==> src/rtl/mwas_pkg.sv <==
// rtl/mwas_pkg.sv - shared word width, FSM encoding and saturation constants for multiword_addsub_ctrl
package mwas_pkg;

  localparam int WORD_W = 16;

  typedef enum logic [1:0] {
    ST_IDLE = 2'd0,
    ST_RUN  = 2'd1,
    ST_DONE = 2'd2
  } state_e;

  // Most-significant word of the saturated result; lower words are all-ones / all-zeros.
  localparam logic [WORD_W-1:0] SAT_POS_MSW = 16'h7FFF;
  localparam logic [WORD_W-1:0] SAT_NEG_MSW = 16'h8000;

endpackage

==> src/rtl/adder_subtractor_16bit.sv <==
// rtl/adder_subtractor_16bit.sv - 16-bit adder with carry in/out and signed overflow
// sub_i only inverts B; the +1 of a subtraction comes through cin_i.
module adder_subtractor_16bit
  import mwas_pkg::*;
(
  input  logic [WORD_W-1:0] a_i,
  input  logic [WORD_W-1:0] b_i,
  input  logic              sub_i,
  input  logic              cin_i,
  output logic [WORD_W-1:0] result_o,
  output logic              cout_o,
  output logic              overflow_o
);

  logic [WORD_W-1:0] b_eff;
  logic [WORD_W-1:0] lo_sum;
  logic [1:0]        hi_sum;

  // Split at the MSB so the carry into bit 15 is visible for overflow.
  always_comb begin
    b_eff      = b_i ^ {WORD_W{sub_i}};
    lo_sum     = {1'b0, a_i[WORD_W-2:0]} + {1'b0, b_eff[WORD_W-2:0]} + {{(WORD_W-1){1'b0}}, cin_i};
    hi_sum     = {1'b0, a_i[WORD_W-1]} + {1'b0, b_eff[WORD_W-1]} + {1'b0, lo_sum[WORD_W-1]};
    result_o   = {hi_sum[0], lo_sum[WORD_W-2:0]};
    cout_o     = hi_sum[1];
    overflow_o = hi_sum[1] ^ lo_sum[WORD_W-1];
  end

endmodule

==> src/rtl/multiword_addsub_ctrl.sv <==
// rtl/multiword_addsub_ctrl.sv - word-serial WORDS x 16-bit add/subtract on one shared 16-bit adder
// Optional MWAS_SAT_EN: saturate the result on signed overflow.
module multiword_addsub_ctrl
  import mwas_pkg::*;
#(
  parameter int WORDS = 4
) (
  input  logic                  clk,
  input  logic                  rst_n,
  input  logic                  in_valid,
  output logic                  in_ready,
  input  logic                  op_sub,
  input  logic [WORD_W*WORDS-1:0] a_in,
  input  logic [WORD_W*WORDS-1:0] b_in,
  output logic                  out_valid,
  input  logic                  out_ready,
  output logic [WORD_W*WORDS-1:0] result,
  output logic                  cout,
  output logic                  overflow
);

  localparam int W  = WORD_W * WORDS;
  localparam int CW = (WORDS > 1) ? $clog2(WORDS) : 1;
  localparam logic [CW-1:0] CNT_LAST = CW'(WORDS - 1);

  state_e          state_q, state_d;
  logic [CW-1:0]   cnt_q, cnt_d;
  logic            carry_q, carry_d;
  logic [W-1:0]    a_q, a_d, b_q, b_d, sh_q, sh_d;
  logic [W-1:0]    result_q, result_d;
  logic            cout_q, cout_d, ovf_q, ovf_d;
  logic            in_ready_q, out_valid_q, out_valid_d;
  logic [W-1:0]    final_val;
  logic [WORD_W-1:0] add_sum;
  logic            add_cout, add_ovf;

  adder_subtractor_16bit u_add16 (
    .a_i        (a_q[WORD_W-1:0]),
    .b_i        (b_q[WORD_W-1:0]),
    .sub_i      (1'b0),
    .cin_i      (carry_q),
    .result_o   (add_sum),
    .cout_o     (add_cout),
    .overflow_o (add_ovf)
  );

`ifdef MWAS_SAT_EN
  logic a_msb_q, a_msb_d;
  logic [W-1:0] sat_val;

  always_comb begin
    sat_val = {W{~a_msb_q}};
    sat_val[W-1 -: WORD_W] = a_msb_q ? SAT_NEG_MSW : SAT_POS_MSW;
    final_val = ovf_q ? sat_val : sh_q;
  end
`else
  assign final_val = sh_q;
`endif

  always_comb begin
    state_d     = state_q;
    cnt_d       = cnt_q;
    carry_d     = carry_q;
    a_d         = a_q;
    b_d         = b_q;
    sh_d        = sh_q;
    result_d    = result_q;
    cout_d      = cout_q;
    ovf_d       = ovf_q;
    out_valid_d = out_valid_q;
`ifdef MWAS_SAT_EN
    a_msb_d     = a_msb_q;
`endif
    case (state_q)
      ST_IDLE: begin
        if (in_valid && in_ready_q) begin
          a_d     = a_in;
          b_d     = op_sub ? ~b_in : b_in;
          carry_d = op_sub;
          cnt_d   = '0;
          state_d = ST_RUN;
`ifdef MWAS_SAT_EN
          a_msb_d = a_in[W-1];
`endif
        end
      end
      ST_RUN: begin
        // Result words enter at the top and shift down, so after WORDS cycles the LSW sits at bit 0.
        sh_d = sh_q >> WORD_W;
        sh_d[W-1 -: WORD_W] = add_sum;
        carry_d = add_cout;
        a_d     = a_q >> WORD_W;
        b_d     = b_q >> WORD_W;
        cnt_d   = cnt_q + CW'(1);
        if (cnt_q == CNT_LAST) begin
          cout_d  = add_cout;
          ovf_d   = add_ovf;
          state_d = ST_DONE;
        end
      end
      ST_DONE: begin
        // First DONE cycle publishes the (possibly saturated) result; valid rises after it.
        if (!out_valid_q) begin
          result_d    = final_val;
          out_valid_d = 1'b1;
        end else if (out_ready) begin
          out_valid_d = 1'b0;
          state_d     = ST_IDLE;
        end
      end
      default: state_d = ST_IDLE;
    endcase
  end

  always_ff @(posedge clk or negedge rst_n) begin
    if (!rst_n) begin
      state_q     <= ST_IDLE;
      cnt_q       <= '0;
      carry_q     <= 1'b0;
      a_q         <= '0;
      b_q         <= '0;
      sh_q        <= '0;
      result_q    <= '0;
      cout_q      <= 1'b0;
      ovf_q       <= 1'b0;
      in_ready_q  <= 1'b0;
      out_valid_q <= 1'b0;
`ifdef MWAS_SAT_EN
      a_msb_q     <= 1'b0;
`endif
    end else begin
      state_q     <= state_d;
      cnt_q       <= cnt_d;
      carry_q     <= carry_d;
      a_q         <= a_d;
      b_q         <= b_d;
      sh_q        <= sh_d;
      result_q    <= result_d;
      cout_q      <= cout_d;
      ovf_q       <= ovf_d;
      in_ready_q  <= (state_d == ST_IDLE);
      out_valid_q <= out_valid_d;
`ifdef MWAS_SAT_EN
      a_msb_q     <= a_msb_d;
`endif
    end
  end

  assign in_ready  = in_ready_q;
  assign out_valid = out_valid_q;
  assign result    = result_q;
  assign cout      = cout_q;
  assign overflow  = ovf_q;

endmodule
==> config.mk <==
export PLATFORM = sky130hd
export DESIGN_NAME = multiword_addsub_ctrl
export DESIGN_NICKNAME = d
export VERILOG_FILES = /design/src/rtl/mwas_pkg.sv /design/src/rtl/adder_subtractor_16bit.sv /design/src/rtl/multiword_addsub_ctrl.sv
export SDC_FILE = /design/constraint.sdc
export NUM_CORES = 1
export LEC_CHECK = 0
export CORE_MARGIN = 2
export CORE_UTILIZATION = 30
export CTS_CLUSTER_DIAMETER = 100
export DETAILED_ROUTE_END_ITERATION = 6
export GPL_TIMING_DRIVEN = 1
export SYNTH_ARGS = -nofsm -noshare
export SYNTH_HDL_FRONTEND = slang
export SYNTH_HIERARCHICAL = 1
export SYNTH_SLANG_ARGS = --single-unit
==> constraint.sdc <==
create_clock -name clk -period 2.6 [get_ports clk]
set_clock_uncertainty 0.2 [all_clocks]
set_input_delay 0.52 -clock clk [delete_from_list [all_inputs] [get_ports clk]]
set_output_delay 0.52 -clock clk [all_outputs]
set_load 0.05 [all_outputs]
==> results of run 1 <==
-- cell families (layout without fill, tap and decap cells) --
family / count (synthesis) / count (layout)
multiplexers: 66 / 66
other: 1 / 1
AO/OA/AOI/OAI: 131 / 131
adder cells (fa/ha/maj): 18 / 18
XOR/XNOR: 93 / 93
buffers and inverters: 91 / 312
flip-flops: 265 / 265
AND/OR/NAND/NOR: 499 / 499
-- area by class of cell --
class / count / area, um^2 / area share, %
clock buffer: 46 / 912 / 5.77
inverter: 6 / 22.5 / 0.142
timing repair buffer: 251 / 2570 / 16.2
tap: 525 / 657 / 4.15
multi-input combinational: 808 / 4920 / 31.1
sequential: 265 / 6630 / 41.9
clock inverter: 9 / 104 / 0.657
-- flip-flops by register name, indices dropped and copies added, names as in the netlist --
name	count
a_q	64
b_q	64
carry_q	1
cnt_q	2
cout	1
final_val	64
in_ready	1
out_valid	1
overflow	1
result	64
state_q	2
-- critical path, cell delays in order (launching register included) --
cell     delay, ns
dfrtp_1       0.38
xor2_1        0.16
fa_2          0.37
a211o_1       0.28
a21oi_2       0.15
o31a_1        0.17
o31ai_2       0.13
fa_2          0.39
xor2_1        0.16
mux2_2        0.25
-- synthesized netlist by cell type, types with 3 or more instances --
cell        n
fa_1        3
ha_1       15
mux2_1      5
a221o_1    24
nand2_1   299
nor2_1     72
mux2_2     61
nand4_1     3
inv_1       6
o22ai_1    32
o21ai_0     5
a211oi_1   17
nor3_1     31
a21oi_1     9
buf_1       5
o211ai_1   26
a21o_1      6
dfrtp_1   265
nand3_1    80
clkbuf_1   22
and3_1      3
xnor2_1    70
buf_2      45
buf_4      11
o21ai_1     3
xor2_1     23
-- report_power, final --
part | internal (mW) | leakage [nW] | switching (mW)
clock | 2.60 | 0.496 | 1.67
sequential | 5.90 | 3.38 | 1.17
combinational | 4.17 | 3.24 | 5.95
-- worst max-delay path by stage --
stage,start,end,cells past startpoint
2_1_floorplan,b_q[0]$_DFFE_PN0P_,overflow$_DFFE_PN0P_,9
3_3_place_gp,b_q[0]$_DFFE_PN0P_,overflow$_DFFE_PN0P_,9
3_5_place_dp,b_q[0]$_DFFE_PN0P_,overflow$_DFFE_PN0P_,9
4_1_cts,b_q[0]$_DFFE_PN0P_,overflow$_DFFE_PN0P_,9
5_1_grt,b_q[0]$_DFFE_PN0P_,overflow$_DFFE_PN0P_,9
6_report,b_q[0]$_DFFE_PN0P_,overflow$_DFFE_PN0P_,9
-- routing by layer --
| metal | up-vias | GRT usage, % | wire, um |
|---|---|---|---|
| met5 | - | 0 | 0 |
| met4 | 0 | 2.92 | 518 |
| met3 | 41 | 3.16 | 1950 |
| met2 | 225 | 24.8 | 14400 |
| met1 | 4295 | 21.4 | 15000 |
| li1 | 4363 | - | - |
-- timing repair --
item / CTS / global route
resized for setup: 1 / 4
setup endpoints to repair: 8 / 10
endpoints found under the hold margin: 47 / 0
pin swaps: 4 / 3
hold buffers: 1 / 0
buffers inserted: 1 / 1
==> metrics.md, run 1 <==
| Metric | Value |
|---|---|
| Outcome | finished, violations left |
| Failing checks | negative setup slack |
| Synth Area in Compound Gates | ~8.2% |
| Largest net degree at the start of global routing | around 80 |
| GRT Overall Usage | around 15% |
| RSZ-0062 raised after global routing | true |
| Maximum clock path buffer count | 3 |
| Total of max-cap violations | 0 |
| Crit. End Element | register |
| Vias per cell | ~4.7 |
| Synthesis-stage register bit count | approximately 270 |
| EDFF count, synth | 0 |
| Worst r2r src | b_q[0]$_DFFE_PN0P_ |
| PortBufs | 200 |
| Fin area | around 0.016 mm^2 |
| Max Freq | around 360 MHz |
| Die H | 204 um |
| Share of flip-flops with an asynchronous set or reset | 100% |
| Yosys top cell area share | 55.5% |
| Worst vdd ir | between 0.0006 and 0.0007 V |
| Synth area leaders | dfrtp_1 55%, nand2_1 9.4%, mux2_2 5.7%, xnor2_1 5.1%, nand3_1 3.4% |
| Finished Layout Cells | roughly 1900 |
| Final hold violations | 0 |
| Multiplexer share of the synthesized area | 6.22% |
| Startpoint types | register |
| Final wirelength | around 32 mm |
| Worst slack, placed | -0.196 ns |
| Initial antenna violation count | 0 |
| Min Tclk post-route | about 2.8 ns |
| Post-Synth Adder-Cell Area | between 2 and 2.5% |
| P per Cell Area | roughly 1400 mW/mm^2 |
| Final setup TNS | -0.575 ns |
| Synth Warn # | 6 |
| Critical Path RT | between 2 and 3 ns |
| Syn_area_per_cell | 10.3 um^2 |
| Slew Viols, Final | 0 |
| Tcrit/Tclk final | 106% |
| R2R cell count | 9 |
| CTS tree | done |
| Final setup viols | 7 |
| Die area | just over 0.04 mm^2 |
| Crit path arrival time | ~3.0 ns |
| Dpl cells | around 1900 |
| Clk slew on worst S/H paths | 0.06 ns |
| Worst-path fanout max | 3 |
| Synth Area in Simple Gates | about 17% |
| Power Total | roughly 21 mW |
| CTS H-Tree Depth | 1 |
| First-pass GRT wire length | between 50 and 60 mm |
| Grt ovf | 0 |
| N_diodes | 0 |
| IO Count | roughly 200 |
| Post-layout util | between 30% and 40% |
| Commonest non-fill, non-tap cell in the layout | nand2_1 |
| Sequential area share after synthesis | about 55% |
| Reg2Reg Setup Slack | -0.17 ns |
| Vias in the first global route | between 8000 and 9000 |
| R2r endpoint | overflow$_DFFE_PN0P_ |
| Layout cells sized above 1 | about an eighth |
| Leading area contributor after synthesis | dfrtp_1 |
| Hold Path Class | in2async |
| Mapped Cells | approximately 1200 |
| Ys flop type | dfrtp_1 |
| Xor/xnor cell area share of the yosys netlist | under 10% |
| Drt drc | 0 |
| Dpl hpwl | approximately 23 mm |
| Distinct cell type count after synthesis | 45 |
| Rel. slew slack | a little under three fifths |
| Initial DRC count | 453 |
| Post-DP Area | approximately 0.015 mm^2 |
| Clock latency on the worst-skew pair | roughly 0.55 ns |
| Via count of the routed design | 8924 |
| Most frequent cells in the layout | 299 x nand2_1, 265 x dfrtp_1, 196 x clkdlybuf4s50_1 |
| Largest family of logic cells by synthesized area | simple AND/OR/NAND/NOR gates |
| GPL Wtd Cong | approximately 0.84 |
| Area Overhead vs Synth | 32.4% |
| Root Buffer | clkbuf_16 |
| Final #Nets | about 1500 |
| Post-Syn Nets | 1315 |
| WL/cell | around 17 um |
| Final ANT Viol Nets | 0 |
| Mapped Area | ~0.012 mm^2 |
| TritonCTS Buffers | 30 |
| # rows | 73 |
| Core box area | between 0.03 and 0.04 mm^2 |
| Worst slew pin tran | around 0.66 ns |
| DR pass1 iterations | 5 |
| P_leak | approximately 7.1 nW |
| Initial Util | 30.2% |
| Setup Crit Path Kind | reg2reg |
| Clock sink count | 265 |
| Die Wd | 204 um |
| Fill count | ~3900 |
| Worst setup margin | -0.165 ns |
| Worst hold margin | 0.263 ns |
Note: power is estimated with default switching activity, not from simulation.
==> run 2: changes to the inputs <==
--- a/config.mk
+++ b/config.mk
@@ -9,7 +9,6 @@
 export CORE_UTILIZATION = 30
 export CTS_CLUSTER_DIAMETER = 100
 export DETAILED_ROUTE_END_ITERATION = 6
-export GPL_TIMING_DRIVEN = 1
 export SYNTH_ARGS = -nofsm -noshare
 export SYNTH_HDL_FRONTEND = slang
 export SYNTH_HIERARCHICAL = 1
==> results of run 2 <==
The final DEF is identical to that of run 1; final timing and power are the same.
==> run 3: changes to the inputs <==
--- a/config.mk
+++ b/config.mk
@@ -5,6 +5,7 @@
 export SDC_FILE = /design/constraint.sdc
 export NUM_CORES = 1
 export LEC_CHECK = 0
+export ABC_AREA = 1
 export CORE_MARGIN = 2
 export CORE_UTILIZATION = 30
 export CTS_CLUSTER_DIAMETER = 100
==> run 3 against run 2 <==
The flow now finishes without violations. Utilization is 1.2 points lower. Cell count increased by 32%. First-iteration DRC count rose by 74%. Critical endpoint is now cout. Global-route usage increased by 0.46 points. Die area up 10%. Critical path type is now reg2out. Combinational power about the same. Cell area is 5.8% higher. Sequential cell count did not move.
==> metrics.md, run 3 <==
| Metric | Value |
|---|---|
| Outcome | completed |
| Final wirelength | about 36 mm |
| Worst setup margin | about 0.08 ns |
| Final setup TNS | 0 ns |
| P_leak | around 8.7 nW |
| Initial antenna violation count | 0 |
| Mapped Cells | between 1500 and 2000 |
| Vias in the first global route | 11000 |
| Synth area leaders | dfrtp_1 50%, nand2_1 23%, nand3_1 8.5%, inv_1 4.3%, o21ai_0 3.7% |
| Maximum clock path buffer count | 3 |
| Crit path arrival time | around 1.8 ns |
| WL/cell | ~14 um |
| Root Buffer | clkbuf_16 |
| DR pass1 iterations | 5 |
| NetSw | ~9.5 mW |
| Tcrit/Tclk final | 96.9% |
| Fin area | around 0.017 mm^2 |
| Clock share of power | 19.5% |
| Worst r2r src | b_q[0]$_DFFE_PN0P_ |
| Rel. slew slack | between 50% and 60% |
| CTS tree | done |
| Synth Warn # | 6 |
| Hold Path Class | reg2reg |
| Die Wd | around 210 um |
| Post-Syn Nets | around 1900 |
| Total of max-cap violations | 0 |
| First-pass GRT wire length | 58.0 mm |
| Min Tclk post-route | about 2.5 ns |
| CP top delay family | buffers and inverters |
| Share of flip-flops with an asynchronous set or reset | 100% |
| Startpoint types | register |
| Setup Crit Path Kind | reg2out |
| Critical path's slowest cell | clkdlybuf4s50_1 |
| GPL Wtd Cong | between 0.8 and 0.9 |
| Commonest cells in the netlist | 811 x nand2_1, 265 x dfrtp_1, 224 x nand3_1 |
| Critical path's largest stage delay | approximately 0.87 ns |
| Core box area | ~0.043 mm^2 |
| Crit. End Element | primary output |
| PortBufs | 200 |
| Syn_area_per_cell | between 7 and 8 um^2 |
| Clock sink count | around 270 |
| Via count of the routed design | roughly 11000 |
| Clock latency on the worst-skew pair | between 0.5 and 0.6 ns |
| Power Internal | ~12 mW |
| Yosys top cell area share | 50.3% |
| Synthesis-stage register bit count | around 270 |
| EDFF count, synth | 0 |
| Final hold violations | 0 |
| TritonCTS Buffers | 30 |
| Post-layout util | between 30% and 40% |
| Critical path cell sequence | clkdlybuf4s50_1 |
| Sequential area share after synthesis | 50.3% |
| Post-DP Area | approximately 0.016 mm^2 |
| Worst-path fanout max | 2 |
| R2R cell count | 13 |
| Initial DRC count | just under 800 |
| Worst Hold Depth | 2 |
| R2r endpoint | overflow$_DFFE_PN0P_ |
| Grt ovf | 0 |
| Final ANT Viol Nets | 0 |
| Largest net degree at the start of global routing | approximately 100 |
| Register share of total power | between 30 and 40% |
| Critical Path RT | ~1.9 ns |
| Worst slew pin tran | ~0.66 ns |
| CP bufs+invs | 1 |
| Sw Ratio | between 40 and 50% |
| CTS H-Tree Depth | 1 |
| Die H | approximately 210 um |
| Commonest non-fill, non-tap cell in the layout | nand2_1 |
| Reg2Reg Setup Slack | 0.16 ns |
| Area Overhead vs Synth | 27.0% |
| P per Cell Area | approximately 1300 mW/mm^2 |
| Most common cell in the synthesized netlist | nand2_1 |
| IO Count | ~200 |
| # rows | 76 |
| Most frequent cells in the layout | 809 x nand2_1, 265 x dfrtp_1, 224 x nand3_1 |
| Leading area contributor after synthesis | dfrtp_1 |
| Worst vdd ir | between 0.0009 and 0.001 V |
| Dpl cells | 2467 |
| Dpl hpwl | between 20 and 30 mm |
| Final #Nets | roughly 2100 |
| Final setup viols | 0 |
| Finished Layout Cells | 2521 |
| GRT Overall Usage | between 10% and 20% |
| Max Freq | a little under 400 MHz |
| Distinct cell type count after synthesis | 29 |
| Worst slack, placed | roughly 0.077 ns |
| Comb power frac | around half |
| Vias per cell | 4.44 |
| Slew Viols, Final | 0 |
| N_diodes | 0 |
| Mapped Area | between 0.01 and 0.015 mm^2 |
| Layout cells sized above 1 | ~5% |
| Critical hold path startpoint | result[2]$_DFFE_PN0P_ |
| Ys flop type | dfrtp_1 |
| Clk slew on worst S/H paths | about 0.06 ns |
| RSZ-0062 raised after global routing | false |
| Die area | 0.0456 mm^2 |
| Min-Delay Endpoint | result[2]$_DFFE_PN0P_ |
| Initial Util | slightly above 30% |
| Drt drc | 0 |
-- run 3: changes by cell type after synthesis, sizes merged, moves of 26 or more --
cell    change
nand2     +521
xnor2      -66
nor2       -60
o22ai      -32
nand3     +144
o211ai     -26
mux2       -66
o21ai     +107
inv       +151
nor3       -28
-- run 3: worst register-to-register path: cells and delay by family, from the launching register on --
family                   cells  cell delay (ns)
flip-flops                   1             0.38
XOR/XNOR                     1             0.16
AND/OR/NAND/NOR             10             0.80
adder cells (fa/ha/maj)      2             0.79
-- run 3: kinds of logic (layout without fill, tap and decap cells) --
logic type | after synthesis | after routing | share of synthesized area [%]
AO/OA/AOI/OAI | 124 | 124 | 4.74
XOR/XNOR | 23 | 23 | 1.53
adder cells (fa/ha/maj) | 18 | 18 | 1.88
buffers and inverters | 260 | 440 | 8.53
flip-flops | 265 | 265 | 50.3
other | 1 | 1 | 0.0285
AND/OR/NAND/NOR | 1065 | 1065 | 33.0
-- run 3: layout make-up --
cell class	count	area, um^2
repair buffers	230	2350
flip-flops and latches	265	6630
multi-input cells	1231	5460
inverters	158	593
well taps	585	732
fillers	4606	26400
clock inverters	5	58.8
clock buffers	47	906
-- run 3: per-stage QoR --
| step | hold slack [ns] | power, mW |
|---|---|---|
| after floorplan | 0.0244 | 13.9 |
| after global placement | 0.254 | 17.1 |
| after detailed placement | 0.258 | 17.2 |
| after CTS | 0.266 | 21.4 |
| after global routing | 0.290 | 23.0 |
| final | 0.266 | 21.2 |
-- run 3: worst max path at each step --
stage | from | endpoint | slack [ns] | depth (start not counted)
6_report | cout$_DFFE_PN0P_ | cout | 0.08 | 1
3_3_place_gp | b_q[6]$_DFFE_PN0P_ | overflow$_DFFE_PN0P_ | 0.08 | 14
5_1_grt | b_q[0]$_DFFE_PN0P_ | overflow$_DFFE_PN0P_ | 0.003 | 14
3_5_place_dp | b_q[6]$_DFFE_PN0P_ | overflow$_DFFE_PN0P_ | 0.08 | 13
4_1_cts | cout$_DFFE_PN0P_ | cout | 0.04 | 1
2_1_floorplan | b_q[2]$_DFFE_PN0P_ | overflow$_DFFE_PN0P_ | 0.23 | 12
-- run 3: what timing repair did --
action / in CTS / in global routing
gates resized for setup: 0 / 3
hold endpoints to repair: 43 / 0
hold buffers: 1 / 0
setup buffers: 0 / 1
endpoints found under the setup margin: 0 / 2
-- run 3: routing by layer --
layer	part of all wire, %	global-route usage, %	vias up
li1	-	-	5767
met1	47	21.9	5138
met2	46	26.0	232
met3	5.1	2.67	44
met4	1.8	3.18	0
met5	0	0	-
-- run 3: power by group through the flow --
stage / clock network [mW] / registers (mW) / logic, mW
4_1_cts: 4.24 / 6.83 / 10.3
3_3_place_gp: 0 / 6.83 / 10.2
5_1_grt: 4.40 / 7.04 / 11.6
2_1_floorplan: 0 / 8.03 / 5.89
3_5_place_dp: 0 / 6.90 / 10.3
6_report: 4.12 / 6.81 / 10.2
